--- src/rtl/mem_bus_pkg.sv ---
// Shared encodings for the 18-bit address / 16-bit data / 2-bit command memory bus
// and the line controller state machine.
package mem_bus_pkg;

    localparam int ADDR_W = 18;
    localparam int DATA_W = 16;

    typedef enum logic [1:0] {
        NOP   = 2'd0,
        RESP  = 2'd1,
        READ  = 2'd2,
        WRITE = 2'd3
    } cmd_t;

    typedef enum logic [1:0] {
        IDLE = 2'd0,
        CMD  = 2'd1,
        WAIT = 2'd2,
        DONE = 2'd3
    } state_t;

endpackage

--- src/rtl/mem_word_xfer.sv ---
// Single-word bus sequencer: owns A2/D2/C2 and, when MEM_TIMEOUT_EN is defined,
// the per-word WAIT-cycle counter.
module mem_word_xfer #(
    parameter int ADDR_W = mem_bus_pkg::ADDR_W,
    parameter int DATA_W = mem_bus_pkg::DATA_W
`ifdef MEM_TIMEOUT_EN
    ,
    parameter int TIMEOUT = 256
`endif
) (
    input  logic              clk,
    input  logic              rst_n,
    input  logic              load,
    input  logic [ADDR_W-1:0] load_addr,
    input  logic [DATA_W-1:0] load_data,
    input  logic              load_we,
    input  logic              in_cmd,
    input  logic              in_wait,
    input  logic [1:0]        C2_i,
    output logic [ADDR_W-1:0] A2,
    output logic [DATA_W-1:0] D2_o,
    output logic              D2_oe,
    output logic [1:0]        C2_o,
    output logic              C2_oe,
    output logic              word_ok,
    output logic              word_tmo
);
    import mem_bus_pkg::*;

    logic we_r;

    always_ff @(posedge clk or negedge rst_n) begin
        if (!rst_n) begin
            A2   <= '0;
            D2_o <= '0;
        end else if (load) begin
            A2   <= load_addr;
            D2_o <= load_we ? load_data : '0;
        end
    end

    always_ff @(posedge clk) begin
        if (load) begin
            we_r <= load_we;
        end
    end

    // Enables come straight from the controller state so an asynchronous
    // reset releases the bus in the same cycle.
    always_comb begin
        C2_oe   = in_cmd;
        C2_o    = in_cmd ? (we_r ? WRITE : READ) : NOP;
        D2_oe   = we_r && (in_cmd || in_wait);
        word_ok = in_wait && (C2_i == RESP);
    end

`ifdef MEM_TIMEOUT_EN
    localparam int CNT_W = $clog2(TIMEOUT + 1);

    logic [CNT_W-1:0] wait_cnt;

    always_ff @(posedge clk or negedge rst_n) begin
        if (!rst_n) begin
            wait_cnt <= '0;
        end else if (!in_wait) begin
            wait_cnt <= '0;
        end else if (wait_cnt != CNT_W'(TIMEOUT)) begin
            wait_cnt <= wait_cnt + 1'b1;
        end
    end

    assign word_tmo = in_wait && !word_ok && (wait_cnt == CNT_W'(TIMEOUT));
`else
    assign word_tmo = 1'b0;
`endif

endmodule

--- src/rtl/mem_line_ctrl.sv ---
// Line-to-word bus master: splits whole-line requests into single-word bus transfers.
// Optional per-word timeout with MEM_TIMEOUT_EN.
module mem_line_ctrl #(
    parameter int ADDR_W     = mem_bus_pkg::ADDR_W,
    parameter int DATA_W     = mem_bus_pkg::DATA_W,
    parameter int LINE_BYTES = 16,
    parameter int TIMEOUT    = 256
) (
    input  logic                    CLK,
    input  logic                    Reset,
    input  logic                    req_valid,
    output logic                    req_ready,
    input  logic                    req_we,
    input  logic [ADDR_W-1:0]       req_addr,
    input  logic [LINE_BYTES*8-1:0] req_wdata,
    output logic                    resp_valid,
    output logic [LINE_BYTES*8-1:0] resp_rdata,
    output logic                    resp_err,
    output logic [ADDR_W-1:0]       A2,
    output logic [DATA_W-1:0]       D2_o,
    output logic                    D2_oe,
    input  logic [DATA_W-1:0]       D2_i,
    output logic [1:0]              C2_o,
    output logic                    C2_oe,
    input  logic [1:0]              C2_i
);
    import mem_bus_pkg::*;

    localparam int LINE_W = LINE_BYTES * 8;
    localparam int WORDS  = LINE_W / DATA_W;
    localparam int IDX_W  = (WORDS > 1) ? $clog2(WORDS) : 1;
    localparam int BPW    = DATA_W / 8;
    localparam logic [ADDR_W-1:0] LINE_MASK = ~ADDR_W'(LINE_BYTES - 1);

    state_t             state, state_nxt;
    logic [IDX_W-1:0]   idx;
    logic [IDX_W-1:0]   idx_inc;
    logic               last;
    logic [ADDR_W-1:0]  base_r;
    logic               we_r;
    logic [LINE_W-1:0]  wdata_r;
    logic [LINE_W-1:0]  rdata_r;

    logic               load;
    logic [ADDR_W-1:0]  load_addr;
    logic [DATA_W-1:0]  load_data;
    logic               load_we;
    logic               word_ok;
    logic               word_tmo;

    assign idx_inc = idx + 1'b1;
    assign last    = (idx == IDX_W'(WORDS - 1));

    always_comb begin
        state_nxt = state;
        load      = 1'b0;
        load_addr = base_r;
        load_data = wdata_r[0 +: DATA_W];
        load_we   = we_r;
        case (state)
            IDLE: begin
                if (req_valid) begin
                    state_nxt = CMD;
                    load      = 1'b1;
                    load_addr = req_addr & LINE_MASK;
                    load_data = req_wdata[0 +: DATA_W];
                    load_we   = req_we;
                end
            end
            CMD: state_nxt = WAIT;
            WAIT: begin
                if (word_ok) begin
                    if (last) begin
                        state_nxt = DONE;
                    end else begin
                        // Next word is issued straight from the RESP cycle.
                        state_nxt = CMD;
                        load      = 1'b1;
                        load_addr = base_r + ADDR_W'(idx_inc) * ADDR_W'(BPW);
                        load_data = wdata_r[idx_inc * DATA_W +: DATA_W];
                    end
                end else if (word_tmo) begin
                    state_nxt = DONE;
                end
            end
            DONE:    state_nxt = IDLE;
            default: state_nxt = IDLE;
        endcase
    end

    always_ff @(posedge CLK or negedge Reset) begin
        if (!Reset) begin
            state   <= IDLE;
            idx     <= '0;
            rdata_r <= '0;
        end else begin
            state <= state_nxt;
            case (state)
                IDLE: begin
                    if (req_valid) begin
                        idx <= '0;
                    end
                end
                WAIT: begin
                    if (word_ok) begin
                        if (!we_r) begin
                            rdata_r[idx * DATA_W +: DATA_W] <= D2_i;
                        end
                        if (!last) begin
                            idx <= idx_inc;
                        end
                    end
                end
                default: ;
            endcase
        end
    end

    // Request payload is only consumed after an accept, so it needs no reset.
    always_ff @(posedge CLK) begin
        if (state == IDLE && req_valid) begin
            base_r  <= req_addr & LINE_MASK;
            we_r    <= req_we;
            wdata_r <= req_wdata;
        end
    end

`ifdef MEM_TIMEOUT_EN
    logic err_r;

    always_ff @(posedge CLK or negedge Reset) begin
        if (!Reset) begin
            err_r <= 1'b0;
        end else if (state == IDLE && req_valid) begin
            err_r <= 1'b0;
        end else if (state == WAIT && word_tmo) begin
            err_r <= 1'b1;
        end
    end

    assign resp_err = err_r;
`else
    assign resp_err = 1'b0;
`endif

    assign req_ready  = (state == IDLE);
    assign resp_valid = (state == DONE);
    assign resp_rdata = rdata_r;

    mem_word_xfer #(
        .ADDR_W  (ADDR_W),
        .DATA_W  (DATA_W)
`ifdef MEM_TIMEOUT_EN
        ,
        .TIMEOUT (TIMEOUT)
`endif
    ) u_xfer (
        .clk       (CLK),
        .rst_n     (Reset),
        .load      (load),
        .load_addr (load_addr),
        .load_data (load_data),
        .load_we   (load_we),
        .in_cmd    (state == CMD),
        .in_wait   (state == WAIT),
        .C2_i      (C2_i),
        .A2        (A2),
        .D2_o      (D2_o),
        .D2_oe     (D2_oe),
        .C2_o      (C2_o),
        .C2_oe     (C2_oe),
        .word_ok   (word_ok),
        .word_tmo  (word_tmo)
    );

endmodule

--- config.mk ---
export PLATFORM = sky130hd
export DESIGN_NAME = mem_line_ctrl
export DESIGN_NICKNAME = d
export VERILOG_FILES = /design/src/rtl/mem_bus_pkg.sv /design/src/rtl/mem_word_xfer.sv /design/src/rtl/mem_line_ctrl.sv
export SDC_FILE = /design/constraint.sdc
export NUM_CORES = 1
export LEC_CHECK = 0
export CAP_MARGIN = 25
export CORE_MARGIN = 3
export CORE_UTILIZATION = 30
export DETAILED_ROUTE_END_ITERATION = 6
export PLACE_DENSITY = 0.68
export SLEW_MARGIN = 10
export SYNTH_ARGS = -nofsm -noshare
export SYNTH_HDL_FRONTEND = slang
export SYNTH_SLANG_ARGS = --single-unit
--- constraint.sdc ---
create_clock -name CLK -period 5.65 [get_ports CLK]
set_input_delay 0.8475 -clock CLK [delete_from_list [all_inputs] [get_ports CLK]]
set_output_delay 0.8475 -clock CLK [all_outputs]
set_load 0.1 [all_outputs]
After elaboration in Yosys (flattened, before gate mapping). Cells that the tools add are included.

Bitwise logic cells: 1. Shift-type cells: 3. Muxes and demuxes: 26. Equal/unequal tests: 8. Add/subtract/negate cells: 3. Reduce and logical (&&, ||, !) cells: 9.

Operators by type and width (count): $bwmux 128 (1); $shift 16x34->128 const A (1); $shiftx 128x8->16 (1); $shiftx 16x34->128 (1); $mux 16 (4); $mux 18 (3); $pmux 18 s2 (1); $neg 7->34 (1); $pmux 16 s2 (1); $add 18x4->18 (1); $mux 3 (3); $mux 2 (4); $pmux 2 s4 (1); $mux 1 (6); $ne 2x2->1 const B (3); $pmux 3 s2 (1); $eq 2x1->1 const B (2); $eq 2x2->1 const B (2); $reduce_and 4->1 (1); $add 3x1->3 const B (1); $eq 3x3->1 const B (1); $logic_and 1x1->1 (3); $reduce_and 3->1 (1); $logic_not 2->1 (1); 5 further kinds (5).

Output and inout bits: 169. Logic and storage cells: 59. Register bits: 311. Bits of input ports: 168.

Depth between registers and ports, before layout. Gate-level depths: netlist of the first run.

Depth in word-level cells: 6. Mapped depth: 10. Mapped depth without buffers: 7.

Modules after synthesis. Synthesis of the first run repeated with hierarchy kept, for this count alone.

Cell total of the unflattened synthesis: 753. Area total of the unflattened synthesis: 12664.6 um2.

By module, submodules not included: mem_line_ctrl (sequential area each 7622.3 um2, instances 1, area an instance 11268.3 um2, cells each 639); mem_word_xfer (sequential area each 880.8 um2, instances 1, area an instance 1396.3 um2, cells each 114).

Worst setup path before layout of the first run. OpenSTA, ideal clock, no wires.

Path type: register -> register. Start point: register state[0]. End point: register u_xfer.D2_o[10]. Required time: 5524 ps. Path slack: -370 ps. Setup time: 126 ps. Arrival time: 5894 ps. Period minus slack after synthesis: 6020 ps. Cell stages (with the launch flop): 8. Path through: dfrtp_1 inv_1 ha_1 and2_1 nor2_2 buf_2 a22o_1 a221o_1.

Elaborated cells between the ends (all ways): 9.

RTL lines: from (decl) (line mem_line_ctrl.sv:35) `state_t state, state_nxt;`; from (signal assigned) (line mem_line_ctrl.sv:97) `state <= state_nxt;`; $logic_not 2->1 (*); named net req_ready (line mem_line_ctrl.sv:12) `output logic req_ready,`; $pmux 16 s2 or $mux 1 (tied branches) (line mem_line_ctrl.sv:60) `case (state)`; $mux 16 (line mem_word_xfer.sv:38) `D2_o <= load_we ? load_data : '0;`; to (signal assigned) (line mem_word_xfer.sv:38); to (decl) (line mem_word_xfer.sv:21) `output logic [DATA_W-1:0] D2_o,`.

The timed path passes the listed nets; every way through them passes the cells marked *. A chain may end at the register's enable or synchronous reset.

Worst setup path after layout of the first run.
Start point: register state[0]. End point: output req_ready.

Cells in the longest elaborated chain, start to end: 1.

Ends and longest elaborated chain: $logic_not 2->1 (line mem_line_ctrl.sv:146) `assign req_ready = (state == IDLE);`; to (decl) (line mem_line_ctrl.sv:12).

No other way between the ends.

==> impl_metrics.ini, run 1 <==
[synthesis]
number_of_flip_flops_and_latches_in_the_synthesized_netlist = 310
post_synth_num_cell_types = 60
synth-edff-count = 144
syn_inst = 825
yosysSeqAreaShare_pct = 67.9
syn_area_per_cell_um2 = 15.1
post_synth_instance_area_mm2 = 0.0125
synth_top_flop_cell = sky130_fd_sc_hd__dfrtp_1
async_set_or_reset_register_ratio_after_synthesis_pct = 53.5
synth.yosys.warnings = 0

[power_and_ir_drop]
swShare_pct = 45.0
power-per-cell-area_mw_per_mm2 = 566
ir_worst_vdd_v = 0.000458
seq_power_share_pct = 31.8
power.static_leakage_nw = 6.93
clock_power_share_pct = 21.8
comb_power_share_pct = 46.4
netSwitchingPower_mw = 4.44
intPower_mw = 5.42

[clock_tree]
number_of_cts_inserted_buffers = 35
cts_buffer_depth = 3
ctsHoldBuffers = 0
cts_root_buf = sky130_fd_sc_hd__clkbuf_16
setup_fix_buffers_added_after_clock_tree_synthesis = 0
clkSinkCount = 310
htree_num_levels = 2
worst_setup_hold_path_clk_slew_ns = 0.06
cts_tree = done
quantity_of_gates_resized_following_cts = 0
clock_insertion_delay_at_the_later_pin_of_the_skew_report_ns = 0.52

[sta]
final-setup-viol-count = 0
finalHoldViolCount = 0
timing_worst_slew_pin_value_ns = 1.12
finalMaxSlewViolations = 0
finalWorstPathRequiredPeriod_ns = 3.87
setup_slack_ns = 1.78
grt_setup_unrepaired = no
clock-skew-final_ns = 0.0128
max_freq_mhz = 258
relSlewSlack_pct = 25.0
post-route-period-util_pct = 68.5
setup_tns_ns = 0

[critical_path]
critical_path_peak_fanout = 24
critical_path_arrival_ns = 3.02
slowest_stage = sky130_fd_sc_hd__clkdlybuf4s50_1
required_ns = 4.80
timing.critical_path.slowest_cell_delay_ns = 1.27
crit_path_cell_trace = inv_1, ha_1, clkdlybuf4s50_1
startpoint_type = flip-flop
reg2regPathDepth = 4
timing.critical_path.to_type = primary output
worst-setup-path-type = reg -> out

[grt]
antenna_found_initial = 1
grt_max_degree = 110
grt_pass1_vias = 8651
grt-ovfl-total = 0
first_pass_grt_wire_length_um = 52800
gr-usage-all-layers_pct = 15.6

[run_status]
run_status = finished, final reports clean

[floorplanning]
number_of_top_level_pins = 337
die_y_um = 210
core-area_mm2 = 0.0409
rows = 74
die_area_mm2 = 0.0441
chipWidth_um = 210
initial_core_util_pct = 30.5

[hold_path]
min-delay-path-class = in -> async

[cells_and_area]
final_net_count = 1332
antenna-diode-count = 0
final_layout_size_suffix_gt1_share_pct = 14.2
fillerInstances = 3805
area.growth.synth_to_final_pct = 39.5

[routing]
detailed_router_iteration_count_before_antenna_repair = 5
via_count = 8254
route.detailed.vias_per_inst = 4.82
route.detailed.drc = 0
dr.first_iter.drc_count = 382
wl_per_cell_um = 20.7
finalWirelength_um = 35400
number_of_nets_still_failing_antenna_checks_after_routing = 0

[placed_design]
hpwlAfterDp_um = 24700
buffer_ports.inserted = 330
place_ws_ns = 1.88
place.gp.congestion = 0.771

[flow_run]
max_cap_viol_count = 0
-- flip-flops by register name, indices dropped and copies added (netlist names) --
register and flops:
base_r 14, idx 3, resp_rdata 128, state 2
u_xfer.A2 17, u_xfer.D2_o 16, u_xfer.we_r 1, wdata_r 128
we_r 1
-- cells in the final DEF (no fill, tap or decap), types with 8 or more instances in the layout --
| cell type | Yosys | routed |
|---|---|---|
| sky130_fd_sc_hd__clkdlybuf4s50_1 | 0 | 329 |
| sky130_fd_sc_hd__dfrtp_1 | 166 | 166 |
| sky130_fd_sc_hd__edfxtp_1 | 144 | 144 |
| sky130_fd_sc_hd__mux2_2 | 80 | 80 |
| sky130_fd_sc_hd__mux2i_1 | 63 | 63 |
| sky130_fd_sc_hd__nand2_1 | 62 | 62 |
| sky130_fd_sc_hd__o21ai_0 | 39 | 39 |
| sky130_fd_sc_hd__clkbuf_16 | 0 | 35 |
| sky130_fd_sc_hd__a22o_1 | 32 | 32 |
| sky130_fd_sc_hd__a221o_1 | 29 | 29 |
| sky130_fd_sc_hd__and2_1 | 23 | 22 |
| sky130_fd_sc_hd__nand3_1 | 21 | 21 |
| sky130_fd_sc_hd__inv_1 | 18 | 18 |
| sky130_fd_sc_hd__and3_1 | 15 | 15 |
| sky130_fd_sc_hd__a221oi_1 | 15 | 15 |
| sky130_fd_sc_hd__buf_4 | 11 | 10 |
| sky130_fd_sc_hd__clkbuf_1 | 11 | 9 |
| sky130_fd_sc_hd__ha_1 | 9 | 8 |
-- layout make-up --
| class | instances | area [um2] | area share [%] |
|---|---|---|---|
| clock inverter | 12 | 96.3 | 0.553 |
| inverter | 19 | 71.3 | 0.410 |
| clock buffer | 49 | 978 | 5.62 |
| tap | 532 | 666 | 3.82 |
| sequential | 310 | 8480 | 48.7 |
| multi-input combinational | 446 | 3680 | 21.1 |
| timing repair buffer | 343 | 3440 | 19.8 |
-- synth_stat cells, drive strengths merged, types with 3 or more instances --
master,instances,share of area [%]
nor2b,4,0.20
nor2,8,0.40
a221o,29,2.3
nor3,3,0.29
ha,9,0.90
inv,19,0.57
nand3,21,0.84
and3,15,0.75
nand2,62,1.9
mux2,85,7.7
clkbuf,12,0.37
mux2i,63,5.1
a22o,32,2.2
o21ai,39,1.6
dfrtp,166,33
buf,39,2.0
edfxtp,144,35
a221oi,15,1.1
and2,23,1.2
-- per-stage QoR --
| stage | total power [mW] | util, % | instance area (um2) | instances | hold slack, ns |
|---|---|---|---|---|---|
| 2_1_floorplan | 6.54 | - | 12500 | 826 | 0.455 |
| 3_3_place_gp | 7.72 | 39.8 | 16300 | 1647 | 0.457 |
| 3_5_place_dp | 7.77 | 39.9 | 16300 | 1649 | 0.460 |
| 4_1_cts | 9.97 | 42.5 | 17400 | 1710 | 0.473 |
| 5_1_grt | 10.3 | 42.5 | 17400 | 1711 | 0.497 |
| 6_report | 9.86 | 42.5 | 17400 | 1711 | 0.473 |
-- final timing paths --
kind                                        to            from  slack (ns)
worst min register to register  resp_rdata[17]  resp_rdata[17]        0.47
worst min-delay path             u_xfer.A2[11]           Reset        0.47
worst max register to register    wdata_r[121]        state[0]        2.55
worst max-delay path                 req_ready        state[0]        1.78
max in group asynchronous       resp_rdata[65]           Reset        3.83
min in group CLK                resp_rdata[17]  resp_rdata[17]        0.47
-- metal layers --
layer / vias up / track usage [%] / wire (um)
li1: 3756 / - / -
met1: 4161 / 19.9 / 14700
met4: 2 / 3.74 / 699
met5: - / 0 / 13
met2: 287 / 26.6 / 17600
met3: 48 / 4.36 / 2410
-- power groups by stage --
| stage | Sequential [mW] | Combinational (mW) | Clock, mW |
|---|---|---|---|
| 6_report | 3.14 | 4.57 | 2.15 |
| 5_1_grt | 3.19 | 4.79 | 2.30 |
| 4_1_cts | 3.14 | 4.60 | 2.23 |
| 3_5_place_dp | 3.18 | 4.60 | 0 |
| 3_3_place_gp | 3.17 | 4.55 | 0 |
| 2_1_floorplan | 4.96 | 1.58 | 0 |
-- cells by family after synthesis --
logic type / count (synthesis) / share of synthesized area (%)
other: 1 / 0.0300
muxes: 149 / 13.0
adders and majority gates: 9 / 0.902
DFF: 310 / 67.9
buffers and inverters: 70 / 2.96
and+or+nand+nor: 155 / 7.03
AOI/OAI and AO/OA: 131 / 8.22
-- critical path, delay by kind of cell, from the launching register on --
family                     cells  cell delay (ns)
buffers and inverters          2             1.39
adders and majority gates      1             0.68
DFF                            1             0.42
Power figures use the tool's default switching activity.
==> inputs of run 2 (changes only) <==
PLACE_DENSITY = 0.66   (was 0.68)
clock period = 3.65 ns   (was 5.65 ns; I/O delays follow)
==> run 2 against run 1 <==
Compared with the run above:
- via count is 1.2% lower
- worst setup slack worse by 1.0 ns
- clock-buffer cell count is 10 higher
- sequential power is 54% higher
==> impl_metrics.ini, run 2 (synthesis gave the netlist of run 1 again) <==
[run_status]
run_status = finished, final reports clean

[floorplanning]
initial_core_util_pct = 30.5
rows = 74
die_y_um = 210
chipWidth_um = 210
die_area_mm2 = 0.0441
number_of_top_level_pins = 337
core-area_mm2 = 0.0409

[power_and_ir_drop]
clock_power_share_pct = 23.8
intPower_mw = 8.84
comb_power_share_pct = 45.5
power.static_leakage_nw = 7.07
seq_power_share_pct = 30.7
swShare_pct = 43.9
netSwitchingPower_mw = 6.91
ir_worst_vdd_v = 0.000487
power-per-cell-area_mw_per_mm2 = 891

[cells_and_area]
final_cell_mix = sky130_fd_sc_hd__clkdlybuf4s50_1, sky130_fd_sc_hd__dfrtp_1, sky130_fd_sc_hd__edfxtp_1
area.growth.synth_to_final_pct = 41.6
layout.cells.most_common = sky130_fd_sc_hd__clkdlybuf4s50_1
final_layout_size_suffix_gt1_share_pct = 15.5
final_net_count = 1344
antenna-diode-count = 0

[routing]
wl_per_cell_um = 20.0
route.detailed.vias_per_inst = 4.72
detailed_router_iteration_count_before_antenna_repair = 7
dr.first_iter.drc_count = 368
via_count = 8158
route.detailed.drc = 0
finalWirelength_um = 34600
number_of_nets_still_failing_antenna_checks_after_routing = 0

[critical_path]
critical_path_peak_fanout = 24
startpoint_type = flip-flop
worst-setup-path-type = reg -> reg
reg2regPathDepth = 5
rr_startpoint = state[0]
critical_path_arrival_ns = 3.37
worstReg2RegEnd = u_xfer.D2_o[9]
required_ns = 4.11
crit_path_cell_trace = inv_1, ha_1, or3b_2, o22ai_2, a221o_1
timing.critical_path.slowest_cell_delay_ns = 0.79
slowest_stage = sky130_fd_sc_hd__o22ai_2
worst-r2r-setup-slack_ns = 0.74
timing.critical_path.to_type = flip-flop

[grt]
antenna_found_initial = 0
grt-ovfl-total = 0
grt_pass1_vias = 8535
gr-usage-all-layers_pct = 15.3
grt_max_degree = 99
first_pass_grt_wire_length_um = 52000

[sta]
setup_tns_ns = 0
hold-worst-slack_ns = 0.0508
final-setup-viol-count = 0
grt_setup_unrepaired = no
max_freq_mhz = 344
finalMaxSlewViolations = 0
relSlewSlack_pct = 26.7
finalWorstPathRequiredPeriod_ns = 2.91
post-route-period-util_pct = 79.7
timing_worst_slew_pin_value_ns = 1.10
finalHoldViolCount = 0
setup_slack_ns = 0.741
clock-skew-final_ns = 0.0125

[clock_tree]
htree_num_levels = 2
cts_root_buf = sky130_fd_sc_hd__clkbuf_16
number_of_cts_inserted_buffers = 37
cts_buffer_depth = 3
quantity_of_gates_resized_following_cts = 0
worst_setup_hold_path_clk_slew_ns = 0.05
ctsHoldBuffers = 0
cts_tree = done
clkSinkCount = 310
setup_fix_buffers_added_after_clock_tree_synthesis = 0
clock_insertion_delay_at_the_later_pin_of_the_skew_report_ns = 0.54

[placed_design]
place_ws_ns = 0.656
place.gp.congestion = 0.756
buffer_ports.inserted = 330
hpwlAfterDp_um = 24500

[hold_path]
min-delay-path-class = in -> async

[flow_run]
max_cap_viol_count = 0
[run 2: changes by cell type in the layout (fill, tap and decap cells not counted), moves of 2 or more]
cell,previous run,this run
sky130_fd_sc_hd__buf_4,10,24
sky130_fd_sc_hd__clkdlybuf4s50_1,329,323
sky130_fd_sc_hd__clkbuf_16,35,40
sky130_fd_sc_hd__clkbuf_1,9,13
sky130_fd_sc_hd__clkinv_2,5,1
sky130_fd_sc_hd__buf_12,1,4
sky130_fd_sc_hd__bufinv_16,1,3
sky130_fd_sc_hd__clkinv_4,2,0
[run 2: layout make-up]
| type | instances | area (um2) |
|---|---|---|
| Inverter | 19 | 71.3 |
| Tap cell | 532 | 666 |
| Clock buffer | 59 | 1130 |
| Clock inverter | 8 | 119 |
| Timing Repair Buffer | 353 | 3530 |
| Multi-Input combinational cell | 446 | 3680 |
| Fill cell | 3784 | 23200 |
| Sequential cell | 310 | 8480 |
[run 2: critical path, delay by kind of cell (launching register included)]
family,cells,cell delay [ns]
AND/OR/NAND/NOR,1,0.51
buffers and inverters,1,0.13
flip-flops,1,0.42
AO/OA/AOI/OAI,2,1.08
adder cells (fa/ha/maj),1,0.68
[run 2: power by group through the flow]
stage / registers (mW) / logic, mW / clock network [mW]
3_3_place_gp: 4.88 / 7.16 / 0
5_1_grt: 4.92 / 7.49 / 4.02
3_5_place_dp: 4.90 / 7.23 / 0
2_1_floorplan: 7.65 / 2.45 / 0
6_report: 4.83 / 7.16 / 3.75
4_1_cts: 4.84 / 7.24 / 3.87
[run 2: worst max path at each step]
| stage | startpoint | end | slack (ns) |
|---|---|---|---|
| finish | state[0] | u_xfer.D2_o[9] | 0.74 |
| global route | idx[0] | resp_rdata[58] | 0.55 |
| CTS | idx[0] | resp_rdata[57] | 0.72 |
| detailed placement | req_valid | u_xfer.D2_o[0] | 0.66 |
| global placement | req_valid | u_xfer.D2_o[14] | 0.70 |
| floorplan | state[0] | u_xfer.D2_o[10] | 0.07 |
[run 2: per-layer routing]
layer / share of wire (%) / GRT usage (%) / up-vias
met5: 0 / 0 / -
met2: 47 / 25.1 / 280
met3: 7.7 / 5.03 / 51
li1: - / - / 3786
met4: 2.2 / 4.32 / 0
met1: 43 / 19.6 / 4041
[run 2: stage by stage]
step,cells,total power [mW],utilization (%),cell area (um2)
final,1727,15.7,43.2,17700
after global placement,1659,12.0,40.1,16400
after global routing,1727,16.4,43.2,17700
after floorplan,826,10.1,-,12500
after CTS,1726,16.0,43.1,17700
after detailed placement,1659,12.1,40.1,16400
==> inputs of run 3 (changes only) <==
clock period = 2.7 ns   (was 3.65 ns; I/O delays follow)
==> run 3 against run 2 <==
Compared with the run above:
- sequential share of layout area is 0.45 points higher
- flip-flop and latch count unchanged
- clock power grew 37%
- via count grew 1.4%
- final area shrank 0.92%
- die area stayed put
- non-clock buffer count up 19
- core utilization fell by 0.40 points
- wire length rose by 2.6%
- final cell count is 1.2% higher
- first-iteration DRC count up 49%
- clock-buffer cell count down 10
- critical endpoint unchanged
- largest cell class unchanged
==> impl_metrics.ini, run 3 (synthesis gave the netlist of run 1 again) <==
[floorplanning]
rows = 74
die_y_um = 210
die_area_mm2 = 0.0441
core-area_mm2 = 0.0409
number_of_top_level_pins = 337
initial_core_util_pct = 30.5
chipWidth_um = 210

[critical_path]
rr_startpoint = idx[1]
critical_path_arrival_ns = 2.95
critical_path_peak_fanout = 16
setup.worst_path.start = idx[1]
startpoint_type = flip-flop
required_ns = 3.16
worst-setup-path-type = reg -> reg
timing.critical_path.to_type = flip-flop

[cells_and_area]
antenna-diode-count = 0
layout.cells.most_common = sky130_fd_sc_hd__buf_4
postLayoutCoreUtil_pct = 42.8
fillerInstances = 3797
area.growth.synth_to_final_pct = 40.3
final_cell_mix = sky130_fd_sc_hd__buf_4, sky130_fd_sc_hd__dfrtp_1, sky130_fd_sc_hd__clkdlybuf4s50_1
final_layout_size_suffix_gt1_share_pct = 30.8
final_net_count = 1363

[clock_tree]
htree_num_levels = 2
cts_buffer_depth = 3
number_of_cts_inserted_buffers = 37
cts_tree = done
cts_root_buf = sky130_fd_sc_hd__clkbuf_16
clkSinkCount = 310
worst_setup_hold_path_clk_slew_ns = 0.06
clock_insertion_delay_at_the_later_pin_of_the_skew_report_ns = 0.54
setup_fix_buffers_added_after_clock_tree_synthesis = 0

[sta]
max_freq_mhz = 401
grt_setup_unrepaired = no
finalWorstPathRequiredPeriod_ns = 2.49
post-route-period-util_pct = 92.4
relSlewSlack_pct = 35.2
setup_slack_ns = 0.206
clock-skew-final_ns = 0.0205
timing_worst_slew_pin_value_ns = 0.971
finalHoldViolCount = 0
final-setup-viol-count = 0
hold-worst-slack_ns = 0.413
finalMaxSlewViolations = 0

[power_and_ir_drop]
power-per-cell-area_mw_per_mm2 = 1220
ir_worst_vdd_v = 0.000809
power.static_leakage_nw = 7.48

[routing]
detailed_router_iteration_count_before_antenna_repair = 5
via_count = 8274
finalWirelength_um = 35400
route.detailed.vias_per_inst = 4.74
wl_per_cell_um = 20.3
route.detailed.drc = 0
dr.first_iter.drc_count = 547
number_of_nets_still_failing_antenna_checks_after_routing = 0

[run_status]
run_status = finished, final reports clean

[grt]
grt-ovfl-total = 0
first_pass_grt_wire_length_um = 53600
grt_max_degree = 72
gr-usage-all-layers_pct = 15.8
antenna_found_initial = 2
grt_pass1_vias = 8739

[hold_path]
min_from = req_wdata[86]
min-delay-path-class = in -> reg

[placed_design]
buffer_ports.inserted = 330
place.gp.congestion = 0.755
place_ws_ns = 0.191
hpwlAfterDp_um = 25500

[flow_run]
max_cap_viol_count = 0
run 3: cell count changes in the layout (fill, tap and decap cells not counted), sizes merged, moves of 8 or more:
cell / before / now
buf: 29 / 208
clkbuf: 60 / 50
clkdlybuf4s50: 323 / 162
clkinv: 3 / 11
run 3: layout make-up:
cell class,instances,area (um2),share of cell area (%)
clock inverters,19,210,1.20
clock buffers,49,1050,6.01
repair buffers,372,3340,19.1
flip-flops and latches,310,8480,48.4
inverters,19,71.3,0.407
well taps,532,666,3.80
multi-input cells,446,3690,21.1
run 3: repair_timing:
action,4_1_cts,5_1_grt
setup endpoints to repair,0,0
hold buffers,1,0
hold endpoints to repair,69,0
resized for setup,0,0
run 3: through the flow:
stage                     total power, mW  instance area (um2)  std cells  TNS [ns]
after floorplan                      13.7                12500        826     -2.25
after global placement               16.4                16200       1678         0
after detailed placement             16.5                16200       1678         0
after CTS                            21.7                17500       1747         0
after global routing                 22.4                17500       1747         0
final                                21.4                17500       1747         0
run 3: metal layers:
metal	global-route usage (%)	share of wire, %	up-vias	wire length, um
li1	-	-	3830	-
met1	20.2	42	4078	15000
met2	26.1	48	308	17000
met3	4.21	7.0	54	2490
met4	5.77	2.7	4	962
met5	0	0.076	-	27
run 3: power by group:
part,internal [mW],switching [mW]
sequential,6.05,0.525
combinational,2.77,6.95
clock,3.14,1.99
run 3: worst max-delay path, stage by stage, from the launching register on:
cell,delay (ns)
sky130_fd_sc_hd__dfrtp_1,0.46
sky130_fd_sc_hd__ha_1,0.25
sky130_fd_sc_hd__ha_4,0.17
sky130_fd_sc_hd__or3b_2,0.45
sky130_fd_sc_hd__o22ai_2,0.77
sky130_fd_sc_hd__a221o_1,0.29
run 3: final timing paths:
| check | cells after the start | end | slack (ns) |
|---|---|---|---|
| worst max-delay path | 5 | u_xfer.D2_o[9] | 0.21 |
| worst min-delay path | 1 | wdata_r[86] | 0.41 |
| worst max register to register | 5 | u_xfer.D2_o[9] | 0.21 |
| worst min register to register | 2 | resp_rdata[31] | 0.46 |
| max in group asynchronous | 3 | resp_rdata[34] | 1.49 |
| min in group asynchronous | 2 | resp_rdata[121] | 0.45 |
